**src/rtl/arb_pkg.sv**
```systemverilog
// arb_pkg: arbiter state encoding and default sizing shared by the shared-register arbiter.
package arb_pkg;
    typedef enum logic [1:0] {IDLE, GRANT, LOCKED} state_t;
    localparam int NREQ_DEF  = 4;
    localparam int WIDTH_DEF = 4;
endpackage

```
**src/rtl/rr_pick.sv**
```systemverilog
// rr_pick: combinational round-robin picker returning a one-hot winner starting the search at ptr.
module rr_pick #(
    parameter int NREQ = 4
) (
    input  logic [NREQ-1:0]         req,
    input  logic [$clog2(NREQ)-1:0] ptr,
    input  logic [NREQ-1:0]         excl,
    output logic [NREQ-1:0]         win,
    output logic                    valid
);
    logic [NREQ-1:0] w_eli;
    logic [NREQ-1:0] w_rot;
    logic [NREQ-1:0] w_first;
    assign w_eli   = req & ~excl;
    // rotate so ptr sits at bit 0, take the lowest set bit, then rotate back
    assign w_rot   = NREQ'({2{w_eli}} >> ptr);
    assign w_first = w_rot & (~w_rot + 1'b1);
    assign win     = NREQ'(({2{w_first}} << ptr) >> NREQ);
    assign valid   = |w_eli;
endmodule

```
**src/rtl/reg_share_arbiter.sv**
```systemverilog
// reg_share_arbiter: round-robin write arbiter for one shared register with registered grant/enable/data.
// Define ARB_LOCK_EN to enable the LOCKED ownership-hold state driven by the lock inputs.
module reg_share_arbiter
    import arb_pkg::*;
#(
    parameter int NREQ  = NREQ_DEF,
    parameter int WIDTH = WIDTH_DEF
) (
    input  logic                    clk,
    input  logic                    rst,
    input  logic [NREQ-1:0]         req,
    input  logic [NREQ-1:0]         lock,
    input  logic [NREQ*WIDTH-1:0]   wdata,
    output logic [NREQ-1:0]         gnt,
    output logic                    reg_en,
    output logic [WIDTH-1:0]        reg_din,
    output logic [$clog2(NREQ)-1:0] owner,
    output logic                    busy
);
    localparam int PW = $clog2(NREQ);
    state_t           r_state;
    logic [PW-1:0]    r_ptr;
    logic [PW-1:0]    r_owner;
    logic [NREQ-1:0]  r_gnt;
    logic             r_en;
    logic [WIDTH-1:0] r_din;
    logic [NREQ-1:0]  w_excl;
    logic [NREQ-1:0]  w_win;
    logic             w_valid;
    logic [PW-1:0]    w_idx;
    logic [PW-1:0]    w_ptr_nxt;
    logic [WIDTH-1:0] w_win_data;
    assign w_excl = (r_state == GRANT) ? r_gnt : '0;
    rr_pick #(.NREQ(NREQ)) u_pick (
        .req   (req),
        .ptr   (r_ptr),
        .excl  (w_excl),
        .win   (w_win),
        .valid (w_valid)
    );
    always_comb begin
        w_idx = '0;
        for (int k = 0; k < NREQ; k++)
            w_idx = w_win[k] ? PW'(k) : w_idx;
    end
    assign w_ptr_nxt  = (w_idx == PW'(NREQ - 1)) ? '0 : w_idx + 1'b1;
    assign w_win_data = wdata[w_idx*WIDTH +: WIDTH];
`ifdef ARB_LOCK_EN
    logic             w_own_req;
    logic             w_own_lock;
    logic [WIDTH-1:0] w_own_data;
    assign w_own_req  = req[r_owner];
    assign w_own_lock = lock[r_owner];
    assign w_own_data = wdata[r_owner*WIDTH +: WIDTH];
`else
    logic w_unused_lock;
    assign w_unused_lock = ^lock;
`endif
    always_ff @(posedge clk or posedge rst) begin
        if (rst) begin
            r_state <= IDLE;
            r_ptr   <= '0;
            r_owner <= '0;
            r_gnt   <= '0;
            r_en    <= 1'b0;
            r_din   <= '0;
        end else begin
`ifdef ARB_LOCK_EN
            // while locked the grant stays put and the owner's req/data pass through registered
            if (r_state != IDLE && w_own_lock) begin
                r_state <= LOCKED;
                r_en    <= w_own_req;
                r_din   <= w_own_data;
            end else if (r_state == LOCKED) begin
                r_state <= IDLE;
                r_gnt   <= '0;
                r_en    <= 1'b0;
            end else
`endif
            if (w_valid) begin
                r_state <= GRANT;
                r_gnt   <= w_win;
                r_en    <= 1'b1;
                r_din   <= w_win_data;
                r_owner <= w_idx;
                r_ptr   <= w_ptr_nxt;
            end else begin
                r_state <= IDLE;
                r_gnt   <= '0;
                r_en    <= 1'b0;
            end
        end
    end
    assign gnt     = r_gnt;
    assign reg_en  = r_en;
    assign reg_din = r_din;
    assign owner   = r_owner;
    assign busy    = |r_gnt;
endmodule

```
**config.mk**
```make
export PLATFORM = sky130hd
export DESIGN_NAME = reg_share_arbiter
export DESIGN_NICKNAME = d
export VERILOG_FILES = /design/src/rtl/arb_pkg.sv /design/src/rtl/rr_pick.sv /design/src/rtl/reg_share_arbiter.sv
export SDC_FILE = /design/constraint.sdc
export NUM_CORES = 1
export LEC_CHECK = 0
export CAP_MARGIN = 20
export CELL_PAD_IN_SITES_DETAIL_PLACEMENT = 1
export CELL_PAD_IN_SITES_GLOBAL_PLACEMENT = 2
export CORE_MARGIN = 3
export CORE_UTILIZATION = 21
export CTS_BUF_LIST = sky130_fd_sc_hd__clkbuf_2
export CTS_CLUSTER_SIZE = 25
export DETAILED_ROUTE_END_ITERATION = 8
export PLACE_DENSITY_LB_ADDON = 0.08
export REMOVE_ABC_BUFFERS = 1
export SYNTH_ARGS = -nofsm -noshare
export SYNTH_HDL_FRONTEND = slang
export SYNTH_SLANG_ARGS = --single-unit
```
**constraint.sdc**
```tcl
create_clock -name clk -period 1.68 [get_ports clk]
set_input_delay 0.336 -clock clk [delete_from_list [all_inputs] [get_ports clk]]
set_output_delay 0.336 -clock clk [all_outputs]
set_load 0.05 [all_outputs]
```
* After elaboration in Yosys (flattened, before gate mapping)
Cells that the tools add are included.
** Operators by class
- Add/subtract/negate cells :: 2
- Equal/unequal tests :: 2
- Shift operators :: 3
- Muxes and demuxes :: 8
- Bitwise operators :: 4
- Reductions and logical operators :: 2
** Operator list (count)
- $shiftx A16 B5 Y4 :: 1
- $and A4 B4 Y4 :: 2
- $mux W4 :: 2
- $not A4 Y4 :: 2
- $reduce_or A4 Y1 :: 2
- $shl A8 B2 Y8 :: 1
- $shr A8 B2 Y4 :: 1
- $mux W2 :: 3
- $add A4 B1 Y4 const B :: 1
- $mux W1 :: 3
- $add A2 B1 Y2 const B :: 1
- $eq A2 B1 Y1 const B :: 1
- $eq A2 B2 Y1 const B :: 1
** Storage, ports and cells
- Register bits after elaboration :: 15
- Bits of input ports :: 26
- Logic and storage cells :: 27

* Longest topological paths before layout
- Depth after elaboration :: 14
- Depth in mapped cells :: 8
- Gate-level depth less buffers :: 6

* Cells and area by module
A second synthesis with hierarchy kept.
** Unflattened totals
- Cell total of the unflattened synthesis :: 87
- Area, all modules :: 848.3 um^2
** By module, submodules not included
- reg_share_arbiter :: times used 1, cells an instance 64, area an instance 658.1 um^2
- rr_pick :: times used 1, cells an instance 23, area an instance 190.2 um^2

* Worst setup path before layout
Ideal clock, no wire load.
- Kind :: reg2reg
- From :: register reg_en (netlist name)
- To :: register r_ptr[1]
- Library setup time :: 0.125 ns
- Arrival :: 2.005 ns
- Data required time :: 1.555 ns
- Slack :: -0.450 ns
- Cell stages (with the launch flop) :: 9
- Buffers on the path :: 2
- Cells stage by stage :: dfrtp_1 buf_6 a21bo_2 a21oi_1 o32ai_2 nor2_1 buf_6 ha_1 mux2_2
** RTL lines
- to (signal assigned) :: line reg_share_arbiter.sv:86 : r_ptr <= w_ptr_nxt;
- to (decl) :: line reg_share_arbiter.sv:22 : logic [PW-1:0] r_ptr;

* Final worst setup path
- From :: register r_gnt[1], in the netlist gnt[1]
- To :: output busy
** Between the ends
- Cells in the longest elaborated chain, start to end :: 1
** RTL lines
- from (decl) :: line reg_share_arbiter.sv:24 : logic [NREQ-1:0] r_gnt;
- from (signal assigned) :: line reg_share_arbiter.sv:82 : r_gnt <= w_win;
- $reduce_or A4 Y1 :: line reg_share_arbiter.sv:98 : assign busy = |r_gnt;
- to (decl) :: line reg_share_arbiter.sv:18 : output logic busy
No other way between the ends.

==> key figures <==
Run status
  • Run status: finished, violations left
  • Violated checks: setup timing

CTS
  • TritonCTS sink count: 13
  • Hold-fix buffers, CTS: 0
  • Clock buffer count from CTS: 3
  • CTS max path bufs: 2
  • Clock slew at reported path FFs: 150 ps
  • Clk root buf: clkbuf_2
  • H-tree depth: 1
  • CTS tree: done
  • Insertion delay to the later sink of the worst-skew pair: 270 ps

Layout
  • Layout cell share with drive strength beyond 1: 0.446
  • Final #Nets: 194
  • Number of diodes: 0
  • Area Overhead vs Synth: 85.6%

GRT
  • Vias in the first global route: 1,119
  • Global-route wire length before repair: 5350 um
  • Grt total ovfl: 0
  • Largest net degree at the start of global routing: 14
  • Antenna violations before repair: 0
  • Total track usage: 0.136

Synth
  • Post-synth top area share: 0.372
  • Ys async rst share: 1.00
  • Sequential area share after synthesis: 0.372
  • Post-synth EDFFs: 0
  • List of most frequent post-synthesis cells: inv_1 (15), dfrtp_1 (13), nand2_1 (11)
  • Main combinational cell family by area after synthesis: compound AO/OA/AOI/OAI gates
  • Synth area leader: dfrtp_1
  • Mapped Cells: 100
  • #FFs+latches synth: 13
  • Largest cells by area after synthesis: dfrtp_1 (37%), inv_1 (6.4%), nand2_1 (4.7%), a21oi_1 (4.6%), a221o_1 (4.6%)
  • Simple-gate area share of the yosys netlist: 0.127
  • Mapped Area: 875 um2
  • Main synth FF type: dfrtp_1
  • Xor/xnor share of the synthesized area: 0
  • Count leader, synth: inv_1
  • Number of synthesis warnings: 0
  • Multiplexer share of the synthesized area: 0.0129
  • Compound-cell area share of the yosys netlist: 0.368
  • Synth Area in Adders: 0.0143
  • Syn avg cell area: 8.75 um2
  • Distinct cells, synth: 32

STA
  • Final worst setup slack: -169 ps
  • Slew margin rel.: 0.655
  • Final setup vio count: 8
  • Post-layout min period: 1850 ps
  • Worst hold slack: 373 ps
  • RSZ-0062 raised after global routing: yes
  • Slew @ Worst Pin: 518 ps
  • Skew final: 3.19 ps
  • Final period utilization: 1.10
  • Final hold viol count: 0
  • Fin. max-slew vios: 0
  • Max Freq: 541 MHz

Critical path
  • Critical Path RT: 1340 ps
  • Startpoint Class: flip-flop
  • Crit path DAT: 1510 ps
  • CP Class: reg -> out
  • Critical-path top delay cell: or4_4
  • Crit-path leading delay family: simple AND/OR/NAND/NOR gates
  • Critical path endpoint category: primary output
  • FF-to-FF Start: reg_en
  • CP Buf/Inv Count: 2
  • Critical path cell sequence: buf_6 > or4_4 > buf_8
  • Worst R2R Path Depth: 7
  • CP max stage delay: 510 ps
  • Setup slack on the worst flop-to-flop path: -170 ps
  • Worst-path maximum fanout: 3
  • CP startpoint: gnt[1]
  • Reg2Reg Capture Point: r_ptr[1]

Floorplanning
  • Die area: 0.00498 mm2
  • Row count: 22
  • Die Ht: 70.5 um
  • Initial Util: 0.229
  • Die width: 70.5 um
  • Boundary Pins: 38
  • Core Region: 0.00383 mm2

Route
  • Iteration-0 DRC Markers: 11
  • Routed Antenna Nets: 0
  • First drt pass iteration count: 4
  • Total detailed-routing wirelength: 3200 um
  • Residual DRC count: 0
  • DR vias: 992
  • Vias per std cell: 4.64
  • Routed wire per std cell: 14.9 um

Pwr
  • Max rail drop VDD: 0.624 mV
  • Pwr/cell area: 1890 mW/mm2
  • Leakage: 0.773 nW

Placed design
  • Port bufs: 33
  • DP HPWL: 2400 um
  • GP Congestion: 0.771
  • Setup WS pre-CTS: -569 ps

Hold path
  • Hold Path Class: in -> async

Run
  • MaxCap Viol Count: 0
per-layer routing:
metal  GRT usage  vias to the layer above  share of wire
met1       0.164                      477           0.44
met3      0.0384                        2          0.049
met5           0                        -              0
met4      0.0188                        0         0.0022
met2       0.246                       28           0.51
li1            -                      485              -
state kept, by name (all words and copies together) (netlist names):
| name | count |
|---|---|
| gnt | 4 |
| owner | 2 |
| r_ptr | 2 |
| reg_din | 4 |
| reg_en | 1 |
final cells by class:
cell class              instances  area, um2
clock buffers                   3       15.0
clock inverters                 1       5.00
fillers                       441       2200
inverters                      15       56.3
multi-input cells              67        554
flip-flops and latches         13        327
well taps                      48       60.1
repair buffers                 67        606
cell usage in the layout (no fill, tap or decap), types with 2 or more instances in the layout:
cell	Yosys	routed
a21bo_2	2	2
a21boi_4	1	4
a21oi_1	8	6
a221o_1	4	4
buf_12	0	2
buf_4	0	37
buf_6	2	5
clkbuf_2	0	3
clkdlybuf4s50_1	0	19
dfrtp_1	13	12
inv_1	15	15
nand2_1	11	11
nor2_1	6	5
nor2b_1	2	2
o211ai_1	5	5
o21ai_0	4	3
o22ai_1	5	2
o22ai_2	1	4
through the flow:
step           instance area, um2  TNS, ps  cells   util  total power, mW
6_report                     1620     -937    214  0.424             3.07
5_1_grt                      1620    -1910    214  0.424             3.29
4_1_cts                      1620    -1230    215  0.424             3.12
3_5_place_dp                 1380    -4540    196  0.361             2.51
3_3_place_gp                 1380    -4230    196  0.361             2.48
2_1_floorplan                 838    -6480     95      -             1.71
kinds of logic (layout without fill, tap and decap cells):
kind of cell,count (synthesis),after routing
flip-flops,13,13
AO/OA/AOI/OAI,41,41
AND/OR/NAND/NOR,24,24
adder cells (fa/ha/maj),1,1
buffers and inverters,20,86
multiplexers,1,1
what timing repair did:
action	in CTS	in global routing
cloned	1	0
setup endpoints to repair	7	9
pin swaps	6	8
gates resized for setup	29	4
buffers inserted	14	0
worst max-delay path by stage:
stage	to	slack (ps)	cells past startpoint
3_3_place_gp	r_ptr[1]	-540	7
2_1_floorplan	reg_din[0]	-870	6
4_1_cts	busy	-200	3
3_5_place_dp	r_ptr[1]	-570	7
5_1_grt	r_ptr[1]	-270	7
6_report	busy	-170	3
power by group:
group / internal [mW] / switching (mW) / leakage (nW)
clock network: 0.0539 / 0.113 / 0.0164
logic: 1.06 / 1.21 / 0.601
registers: 0.461 / 0.172 / 0.156
Power figures use the tool's default switching activity.
